[config.mk]
export PLATFORM = sky130hd
export DESIGN_NAME = cdu_read_counter
export DESIGN_NICKNAME = d
export VERILOG_FILES = /design/src/rtl/cdu_read_counter.sv
export SDC_FILE = /design/constraint.sdc
export NUM_CORES = 1
export LEC_CHECK = 0
export CAP_MARGIN = 20
export CORE_ASPECT_RATIO = 2
export CORE_MARGIN = 2
export CORE_UTILIZATION = 55
export CTS_BUF_LIST = sky130_fd_sc_hd__clkbuf_4 sky130_fd_sc_hd__clkbuf_8 sky130_fd_sc_hd__clkbuf_16
export DETAILED_ROUTE_END_ITERATION = 6
export PLACE_DENSITY_LB_ADDON = 0.12
export SLEW_MARGIN = 20
export SYNTH_ARGS = -nofsm -noshare
export SYNTH_HDL_FRONTEND = slang
export SYNTH_SLANG_ARGS = --single-unit
[constraint.sdc]
create_clock -name clk -period 10.7 [get_ports clk]
set_clock_uncertainty 0.15 [all_clocks]
set_input_delay 3.21 -clock clk [delete_from_list [all_inputs] [get_ports clk]]
set_output_delay 3.21 -clock clk [all_outputs]
set_load 0.02 [all_outputs]
[src/rtl/cdu_read_counter.sv]
// cdu_read_counter: CDU read counter tracking loop with switch decode, lock detect and AGC pulse handshake
module cdu_read_counter #(
    parameter int CW               = 16,
    parameter int COARSE_STEP_LOG2 = 6,
    parameter int SETTLE           = 8,
    parameter int LOCK_CNT         = 4
) (
    input  logic          clk,
    input  logic          rst,
    input  logic          en,
    input  logic          cmp_valid,
    input  logic          err_pos,
    input  logic          err_neg,
    input  logic          coarse_err,
    output logic [13:0]   d_n,
    output logic [CW-1:0] angle,
    output logic          locked,
    output logic          inc_req,
    output logic          inc_dir,
    input  logic          inc_ack
);
    localparam int TW = SETTLE > 1 ? $clog2(SETTLE) : 1;
    localparam int NW = $clog2(LOCK_CNT + 1);
    localparam logic [CW-1:0] CSTEP = CW'(1) << COARSE_STEP_LOG2;
    typedef enum logic [1:0] {ST_IDLE, ST_SETTLE, ST_SAMPLE} state_t;
    state_t state, n_state;
    logic [TW-1:0] timer, n_timer;
    logic [NW-1:0] null_cnt, n_null;
    logic [CW-1:0] n_angle, fstep;
    logic [13:0] n_d;
    logic fine, n_fine, n_locked, n_req, n_dir, step;

    function automatic logic [13:0] decode(input logic [CW-1:0] a, input logic f);
        logic [1:0] q, o;
        q = a[CW-1:CW-2];
        o = a[CW-3:CW-4];
        return {f ? 6'b110010 : 6'b001101, ~(q[1] ^ q[0]), q[1] ^ q[0], ~q[1], q[1], ~(4'b0001 << o)};
    endfunction

    always_comb begin
        n_state  = state;
        n_timer  = timer;
        n_angle  = angle;
        n_fine   = fine;
        n_locked = locked;
        n_null   = null_cnt;
        n_req    = inc_req && !inc_ack;
        n_dir    = inc_dir;
        step     = err_pos ^ err_neg;
        fstep    = err_pos ? angle + CW'(1) : angle - CW'(1);
        if (!en) begin
            n_state  = ST_IDLE;
            n_fine   = 1'b0;
            n_locked = 1'b0;
            n_null   = '0;
        end else if (state == ST_IDLE) begin
            n_state = ST_SETTLE;
            n_timer = TW'(SETTLE - 1);
        end else if (state == ST_SETTLE) begin
            n_state = timer == '0 ? ST_SAMPLE : ST_SETTLE;
            n_timer = timer - TW'(1);
        end else if (cmp_valid && !inc_req) begin
            if (!fine) begin
                if (!coarse_err) begin
                    n_fine  = 1'b1;
                    n_null  = '0;
                    n_state = ST_SETTLE;
                    n_timer = TW'(SETTLE - 1);
                end else if (step) begin
                    n_angle = err_pos ? angle + CSTEP : angle - CSTEP;
                    n_state = ST_SETTLE;
                    n_timer = TW'(SETTLE - 1);
                end
            end else if (coarse_err) begin
                n_fine   = 1'b0;
                n_locked = 1'b0;
                n_null   = '0;
                n_state  = ST_SETTLE;
                n_timer  = TW'(SETTLE - 1);
            end else if (step) begin
                n_angle = fstep;
                n_req   = 1'b1;
                n_dir   = err_pos;
                n_null  = '0;
                if (decode(fstep, 1'b1) != decode(angle, 1'b1)) begin
                    n_state = ST_SETTLE;
                    n_timer = TW'(SETTLE - 1);
                end
            end else begin
                n_null   = null_cnt == NW'(LOCK_CNT) ? null_cnt : null_cnt + NW'(1);
                n_locked = locked || n_null == NW'(LOCK_CNT);
            end
        end
        n_d = n_state == ST_IDLE ? 14'h3FFF : decode(n_angle, n_fine);
    end

    always_ff @(posedge clk) begin
        if (rst) begin
            state    <= ST_IDLE;
            timer    <= '0;
            angle    <= '0;
            fine     <= 1'b0;
            locked   <= 1'b0;
            null_cnt <= '0;
            inc_req  <= 1'b0;
            inc_dir  <= 1'b0;
            d_n      <= 14'h3FFF;
        end else begin
            state    <= n_state;
            timer    <= n_timer;
            angle    <= n_angle;
            fine     <= n_fine;
            locked   <= n_locked;
            null_cnt <= n_null;
            inc_req  <= n_req;
            inc_dir  <= n_dir;
            d_n      <= n_d;
        end
    end
endmodule
Word level (Yosys, flattened, before mapping)
Cells that the tools add are included.
- word-level logic and storage cells: 116
- bits in latches: 0
- input bits: 8
- memories: 0
- RAM bits: 0
- output and inout port bits: 33
- bits in read-only memories: 0
- register bits: 42
- shift-type cells: 3
- bitwise gates (word level): 17
- add/sub/neg operators: 6
- $mul: 0
- divide/modulo/power cells: 0
- reductions and logical operators: 19
- mux-type cells: 51
- magnitude comparators: 0
- eq/ne operators: 10
- operator list (cell ; number):
    2-to-1 mux 16 bit ; 11
    2-to-1 mux 3 bit ; 14
    2-to-1 mux 2 bit ; 11
    adder 16 x 1 -> 16 bit (second input constant) ; 1
    adder 16 x 7 -> 16 bit (second input constant) ; 1
    subtractor 16 x 1 -> 16 bit (second input constant) ; 1
    subtractor 16 x 7 -> 16 bit (second input constant) ; 1
    2-to-1 mux 1 bit ; 14
    NOT 4 bit ; 3
    left shift 1 x 2 -> 4 bit (first input constant) ; 3
    inequality test 5 x 2 -> 1 bit (second input constant) ; 2
    NOT 1 bit ; 10
    AND reduction 5 bit ; 2
    inequality test 8 bit ; 1
    AND reduction 8 bit ; 1
    AND reduction 7 bit ; 1
    == test 3 bit (second input constant) ; 2
    2-to-1 mux 6 bit ; 1
    nonzero test 2 bit ; 3
    inequality test 5 x 1 -> 1 bit (second input constant) ; 1
    logical NOT 2 bit ; 2
    inequality test 2 bit (second input constant) ; 2
    AND reduction 4 bit ; 1
    OR reduction 2 bit ; 2
    10 further kinds ; 15

Depth between registers and ports, before layout
Gate-level depths: netlist of the first run.
- depth in word-level cells: 15
- gate-level depth with buffers: 12
- gate-level depth less buffers: 10

Worst setup path after synthesis of the first run
No wires, ideal clock.
- path kind: input -> register
- start: input port err_pos
- end: register timer[0]
- library setup time: 0.116 ns
- arrival time: 6.005 ns
- required time: 10.434 ns
- cell stages on the path: 11
- setup slack: 4.428 ns
- path buffers: 1
- cells stage by stage: buf_2 -> inv_1 -> fa_1 -> a21o_1 -> a221o_2 -> a21o_1 -> a21oi_4 -> xnor3_1 -> o41ai_2 -> o21ai_2 -> a41o_1
- longest elaborated chain between the ends: 6
- elaborated cells between the ends (all ways): 12
- those cells by class: eq/ne (4); shift (1); mux (1); bitwise (5); reduce/logical (1)
- ends and longest elaborated chain (what ; line ; source):
    from (decl) ; 12 ; input logic err_pos,
    2-to-1 mux 16 bit ; 50 ; fstep = err_pos ? angle + CW'(1) : angle - CW'(1);
    left shift 1 x 2 -> 4 bit / bitwise XOR 1 bit (equally long branches) ; 37 ; return {f ? 6'b110010 : 6'b001101, ~(q[1] ^ q[0]), q[1] ^ q[0], ~q[1], q[1], ~(4'b0001 << o)};
    NOT 4 bit / NOT 1 bit (equally long branches) ; 37 ;
    inequality test 8 bit ; 85 ; if (decode(fstep, 1'b1) != decode(angle, 1'b1)) begin
    inequality test 5 x 2 -> 1 bit (no source line) ; n/a ;
    AND reduction 5 bit (no source line) * ; n/a ;
    to (signal assigned) ; 110 ; timer <= n_timer;
    to (decl) ; 27 ; logic [TW-1:0] timer, n_timer;
Mark *: on every way between the ends. The rest lies on a longest branch, timed or not.
A chain may end at the register's enable or synchronous reset.

Worst setup path in the final report of the first run
Ends and elaborated chain as after synthesis.

==> results of run 1 <==
## routing by layer
metal | track usage | wire, µm
met4 | 0.195 | 420
met5 | 0 | 0
met2 | 0.531 | 4000
met3 | 0.0449 | 239
met1 | 0.275 | 2580
## cells in the mapped netlist, drive strengths merged, types with 2 or more instances
master / number / area share
nand2: 42 / 0.058
dfxtp: 38 / 0.28
a21oi: 33 / 0.065
nor2: 27 / 0.038
ha: 18 / 0.083
a21o: 14 / 0.039
xnor2: 14 / 0.045
clkbuf: 13 / 0.018
o21ai: 13 / 0.025
inv: 12 / 0.017
nand2b: 10 / 0.023
nand3: 8 / 0.015
nor2b: 8 / 0.019
buf: 6 / 0.015
nand4: 6 / 0.014
a211oi: 5 / 0.016
a31o: 5 / 0.016
o22ai: 5 / 0.012
a311oi: 4 / 0.013
mux2i: 4 / 0.015
nand3b: 4 / 0.011
o211ai: 4 / 0.011
a221o: 3 / 0.012
a22oi: 3 / 0.0083
and3: 3 / 0.0070
nor3: 3 / 0.0056
o221ai: 3 / 0.0097
o31ai: 3 / 0.0083
or3: 3 / 0.0070
a221oi: 2 / 0.0065
and2: 2 / 0.0046
fa: 2 / 0.015
o21a: 2 / 0.0056
or4: 2 / 0.0056
xor2: 2 / 0.0065
## registers in the layout, summed over array words and instances, names as in the netlist
name      cells
angle        16
fine          1
timer         3
inc_req       1
state         2
inc_dir       1
d_n          10
locked        1
null_cnt      3
## final timing paths
kind | from | end | slack [ns] | cells after the start
min | inc_dir | inc_dir | 0.31 | 2
max reg2reg | angle[0] | timer[0] | 7.49 | 9
min reg2reg | inc_dir | inc_dir | 0.31 | 2
max | err_pos | timer[0] | 3.53 | 11
## cell families (layout without fill, tap and decap cells)
family | after synthesis | in the layout | share of synthesized area
compound gates | 107 | 107 | 0.276
flops | 38 | 38 | 0.282
xor+xnor | 17 | 17 | 0.0603
fa+ha+maj | 20 | 20 | 0.0983
buf+inv | 31 | 60 | 0.0496
mux | 4 | 4 | 0.0148
simple gates | 122 | 122 | 0.219
## cell type report
class                   instances  area share
multi-input cells             270       0.565
flip-flops and latches         38       0.238
repair buffers                 40       0.125
clock buffers                   7      0.0262
well taps                      57      0.0223
inverters                      12      0.0141
clock inverters                 1     0.00940
## metrics by stage
step           setup slack (ns)  cells  cell area [µm²]  hold slack, ns
2_1_floorplan              4.43    339             2700           0.313
3_3_place_gp               3.36    417             3080           0.298
3_5_place_dp               3.31    417             3080           0.303
4_1_cts                    3.61    425             3200           0.310
5_1_grt                    3.40    425             3200           0.331
6_report                   3.53    425             3200           0.310
## power groups by stage
stage               sequential, µW  clock (µW)  combinational [µW]
finish                         145         126                42.7
global route                   146         132                46.9
CTS                            145         128                42.5
detailed placement             149           0                42.4
global placement               149           0                41.7
floorplan                      150           0                29.0
## critical path, delay by kind of cell
kind            cells  cell delay [ns]
compound gates      7             1.90
xor+xnor            1             0.25
fa+ha+maj           1             0.55
buf+inv             2             1.28
==> key figures, run 1 <==
Outcome
  • Status: completed

Place
  • Port Buffers: 40
  • Hpwl dp: ~5600 µm
  • RePlAce Congestion: 0.931

Synth
  • Synth Instances: 339
  • Primary FF master, synth: dfxtp_1
  • Post-synthesis sequential area ratio: 0.282
  • Mapped cell area: 2700 µm²
  • Synth Area per Inst: 7.96 µm²
  • Syn_nets: 367
  • Async SR Flop Fraction: 0
  • Seq cells post-synth: 38
  • Unique masters post-synth: 54
  • Number of synthesized flops with an enable pin: 0
  • Yosys warns: 0

Layout
  • Filler instances: approximately 450
  • Leading cell type in the layout, fill and taps excluded: nand2_1
  • Area of the multi-input gates: ~1800 µm²
  • Most frequent cells in the layout: nand2_1, clkdlybuf4s50_1, dfxtp_1, a21oi_1, nor2_1
  • Area Overhead vs Synth: 18.4%
  • Sequential Area: 761 µm²
  • Fin util: 0.663
  • Diodes inserted: 0
  • Layout cells sized above 1: 0.0353
  • Final net count: 395

Power
  • Clock Power Share: 0.401
  • Comb pwr share: 0.136
  • Flop pwr share: 0.463
  • Switching share of power: 0.250
  • IR Drop Worst-Case VDD: 0.0970 mV
  • Power per cell area: 98.3 nW/µm²
  • Switching power total: 78.6 µW
  • Cell internal pwr: 235 µW
  • PnR Total Power: around 310 µW
  • Leakage: approximately 0.0013 µW

Floorplan
  • Io pins: approximately 40
  • Row count: 36
  • Die span in y: approximately 100 µm
  • DIE AREA: between 5000 and 6000 µm²
  • Die X: 53.5 µm
  • CORE AREA: just under 5000 µm²
  • Initial core utilization: 0.560

STA
  • Final Hold Vio Count: 0
  • Slew margin rel.: 0.405
  • Fin crit share: 0.670
  • Max Slew Vio Count: 0
  • RSZ-0062 raised after global routing: false
  • TNS Setup: 0 ns
  • Max Freq: 139 MHz
  • Min Tclk post-route: 7.17 ns
  • Least-Margin Pin Slew: 0.889 ns
  • Setup Viol. Count Final: 0

Setup path
  • Most used cell, CP: a21o_1
  • Worst Path Required: about 11 ns
  • Crit path max fanout: 15
  • Worst path max stage delay: between 0.8 and 0.9 ns
  • Type of the worst setup path: in -> reg
  • Crit path capture type: flop
  • CP max-delay cell: clkdlybuf4s50_1
  • Crit-path cells: clkdlybuf4s50_1, inv_1, fa_1, a21o_1, a221o_2, a21o_1, a21oi_4, xnor3_1, o41ai_2, o21ai_2, a41o_1
  • Critical path arrival: 7.21 ns
  • CP startpoint kind: input pin

Detailed routing
  • 1st-iter DRT viols: 43
  • # DRC: 0
  • Wirelength per Cell: 17.1 µm
  • Routed Antenna Nets: 0
  • Final wirelength: 7250 µm
  • DR pass1 iterations: 5
  • Via density per instance: between 6 and 7
  • Via count: 2,639

GRT
  • Grt ovf: 0
  • Vias in the first global route: around 2.5k
  • First-pass GRT wire length: 11,700 µm
  • GRT Total Usage: 0.288
  • Largest net degree at the start of global routing: 23
  • Initial antenna violation count: 0

CTS
  • Post-CTS Setup Bufs: 0
  • CTS buffer count: 5
  • Clock Latency Late Sink: 0.29 ns
  • Clock Tree Buf Depth: 2
  • TritonCTS clock tree: done
  • Clock Pin Slew Worst Setup and Hold Paths: ~0.08 ns
  • CTS resizes: 0
  • Clk sinks: 38
  • H-tree depth: 2
  • Hold_buf cts: 0
  • Root Driver: clkbuf_8

Worst hold path
  • Type of the tightest min-delay check: reg -> reg

Job
  • Max-Cap Viols: 0
(Power assumes the default switching activity.)
==> inputs of run 2 (changes only) <==
--- a/config.mk
+++ b/config.mk
@@ -8,7 +8,7 @@
 export CAP_MARGIN = 20
 export CORE_ASPECT_RATIO = 2
 export CORE_MARGIN = 2
-export CORE_UTILIZATION = 55
+export CORE_UTILIZATION = 49
 export CTS_BUF_LIST = sky130_fd_sc_hd__clkbuf_4 sky130_fd_sc_hd__clkbuf_8 sky130_fd_sc_hd__clkbuf_16
 export DETAILED_ROUTE_END_ITERATION = 6
 export PLACE_DENSITY_LB_ADDON = 0.12
==> constraint.sdc (replaced) <==
create_clock -name clk -period 6.45 [get_ports clk]
set_clock_uncertainty 0.15 [all_clocks]
set_input_delay 1.935 -clock clk [delete_from_list [all_inputs] [get_ports clk]]
set_output_delay 1.935 -clock clk [all_outputs]
set_load 0.02 [all_outputs]
==> run 2 against run 1 <==
Compared with the run above:
- global-route usage decreased by 2.3 points
- register-to-register slack got worse by 4.2 ns
- first-iteration DRC count increased by 130%
- sequential power increased by 66%
- sequential share of layout area decreased by 0.40 points
- critical path depth increased by 1
- non-clock buffer count increased by 3
- critical endpoint unchanged
- highest routed layer unchanged
==> key figures, run 2 (synthesized netlist as in run 1, its figures left out) <==
STA
  • Setup Viol. Count Final: 0 (unchanged)
  • Max Freq: roughly 180 MHz
  • TNS Setup: 0 ns (unchanged)
  • RSZ-0062 raised after global routing: false
  • Least-Margin Pin Slew: 0.998 ns (+0.109 ns)
  • Max Slew Vio Count: 0 (unchanged)
  • Final Hold Vio Count: 0 (unchanged)
  • Fin crit share: 0.857
  • Min Tclk post-route: 5.53 ns
  • Slew margin rel.: 0.332 (-0.0732)

CTS
  • Root Driver: clkbuf_8
  • H-tree depth: 2 (unchanged)
  • Clock Pin Slew Worst Setup and Hold Paths: 0.08 ns (about the same)
  • CTS resizes: 0 (unchanged)
  • TritonCTS clock tree: done
  • Post-CTS Setup Bufs: 0 (unchanged)
  • Clock Tree Buf Depth: 2 (unchanged)
  • CTS buffer count: 5 (unchanged)
  • Clock Latency Late Sink: 0.30 ns (about the same)
  • Hold_buf cts: 0 (unchanged)
  • Clk sinks: 38 (unchanged)

Floorplan
  • Initial core utilization: 0.502 (-0.0576)
  • CORE AREA: 5370 µm² (+11%)
  • Die X: 56.5 µm (+5.5%)
  • Row count: 38 (+5.6%)
  • DIE AREA: 6150 µm² (+12%)
  • Die span in y: 109 µm (+5.7%)
  • Io pins: 41 (unchanged)

Detailed routing
  • Routed Antenna Nets: 0 (unchanged)
  • # DRC: 0 (unchanged)
  • Wirelength per Cell: 17.8 µm (+4.6%)
  • DR pass1 iterations: 4 (-1)
  • Via density per instance: 6.16 (-0.87%)
  • 1st-iter DRT viols: 101 (+130%)
  • Via count: 2,653 (+0.53%)
  • Final wirelength: 7690 µm (+6.1%)

Job
  • Max-Cap Viols: 0 (unchanged)

Power
  • Switching share of power: 0.240 (-0.00987)
  • Flop pwr share: 0.424 (-0.039)
  • Clock Power Share: 0.448 (+0.047)
  • PnR Total Power: 569 µW (+81%)
  • Comb pwr share: 0.128 (-0.008)
  • IR Drop Worst-Case VDD: 0.185 mV (+91%)
  • Leakage: 0.00130 µW (+2.2%)
  • Power per cell area: 175 nW/µm² (+78%)
  • Switching power total: 137 µW (+74%)
  • Cell internal pwr: 432 µW (+84%)

Setup path
  • Worst Path Required: 6.50 ns (-4.24 ns)
  • Critical path arrival: 5.58 ns (-1.63 ns)
  • CP max-delay cell: fa_1
  • Crit path capture type: flop
  • CP startpoint kind: input pin
  • R2r setup slk: 3.25 ns (-4.24 ns)
  • Reg2reg path depth: 9 (unchanged)
  • Reg2reg end: timer[0]
  • Worst path max stage delay: 0.56 ns (-0.26 ns)
  • Most used cell, CP: a21o_1
  • Crit-path cells: clkdlybuf4s50_1, buf_4, inv_1, fa_1, a21o_1, a221o_2, a21o_1, a21oi_4, xnor3_1, o41ai_2, o21ai_2, a41o_1
  • Type of the worst setup path: in -> reg
  • Reg-to-Reg Start: angle[0]
  • Crit path max fanout: 15 (unchanged)

Layout
  • Largest Register: angle
  • Final std cells w/o fill: 431 (+1.4%)
  • Final net count: 398 (+0.76%)
  • Area Overhead vs Synth: 20.4%
  • Diodes inserted: 0 (unchanged)
  • Leading cell type in the layout, fill and taps excluded: nand2_1
  • Top Registers: angle (16), d_n (10)
  • Most frequent cells in the layout: nand2_1, clkdlybuf4s50_1, dfxtp_1, a21oi_1, nor2_1
  • Final Cell Area: 3250 µm² (+1.7%)
  • Max FFs per register: 16 (unchanged)
  • Layout cells sized above 1: 0.0431 (+0.00780)

Place
  • RePlAce Congestion: 0.937 (+0.67%)
  • Post-placement cell area: 3110 µm² (+0.85%)
  • Hpwl dp: 5840 µm (+3.5%)
  • Placed Instances: 423 (+1.4%)
  • Port Buffers: 40 (unchanged)

Worst hold path
  • Worst hold start: inc_dir
  • Number of cells on the worst hold path: 2 (unchanged)
  • Hold Crit Endpoint: inc_dir
  • Type of the tightest min-delay check: reg -> reg

GRT
  • Vias in the first global route: 2,670 (+4.7%)
  • First-pass GRT wire length: 12,500 µm (+7.1%)
  • GRT Total Usage: 0.265 (-0.0228)
  • Grt ovf: 0 (unchanged)
  • Largest net degree at the start of global routing: 23 (unchanged)
  • Initial antenna violation count: 0 (unchanged)

Outcome
  • Status: completed
-- run 2: cell count changes in the layout (fill, tap and decap cells not counted), sizes merged --
cell	before	now
buf	0	3
bufinv	1	2
clkbuf	7	6
-- run 2: layout make-up --
class	count	area (µm²)
fill	508	2120
multi-input combinational	270	1800
sequential	38	761
timing repair buffer	43	423
clock buffer	6	82.6
tap	60	75.1
clock inverter	2	60.1
inverter	12	45.0
-- run 2: power groups by stage --
stage | clock [µW] | combinational [µW] | sequential [µW]
global route | 267 | 80.1 | 242
detailed placement | 0 | 72.0 | 247
floorplan | 0 | 48.0 | 248
CTS | 261 | 72.3 | 241
global placement | 0 | 70.8 | 247
finish | 255 | 72.9 | 241
-- run 2: how the worst max path moves through the flow --
stage | start | end | slack [ns] | cells past startpoint
2_1_floorplan | err_pos | timer[0] | 1.45 | 11
3_3_place_gp | err_pos | timer[0] | 0.72 | 12
3_5_place_dp | err_pos | timer[0] | 0.63 | 12
4_1_cts | err_pos | timer[0] | 0.93 | 12
5_1_grt | err_pos | timer[0] | 0.74 | 12
6_report | err_pos | timer[0] | 0.92 | 12
-- run 2: per-layer routing --
| metal | vias to the layer above | routed length [µm] | part of all wire | GRT usage |
|---|---|---|---|---|
| met5 | - | 0 | 0 | 0 |
| met4 | 0 | 563 | 0.073 | 0.202 |
| met3 | 34 | 320 | 0.042 | 0.0368 |
| met2 | 99 | 4140 | 0.54 | 0.500 |
| met1 | 1232 | 2670 | 0.35 | 0.247 |
| li1 | 1288 | - | - | - |
-- run 2: critical path: cells and delay by family --
family,cells,cell delay (ns)
AOI/OAI and AO/OA,7,1.90
xor gates and xnor gates,1,0.25
adders and majority gates,1,0.56
buffers and inverters,3,0.94
-- run 2: metrics by stage --
stage / hold slack [ns] / util / setup WS [ns]
2_1_floorplan: 0.313 / - / 1.45
3_3_place_gp: 0.296 / 0.578 / 0.715
3_5_place_dp: 0.312 / 0.578 / 0.630
4_1_cts: 0.323 / 0.605 / 0.932
5_1_grt: 0.344 / 0.605 / 0.740
6_report: 0.314 / 0.605 / 0.920
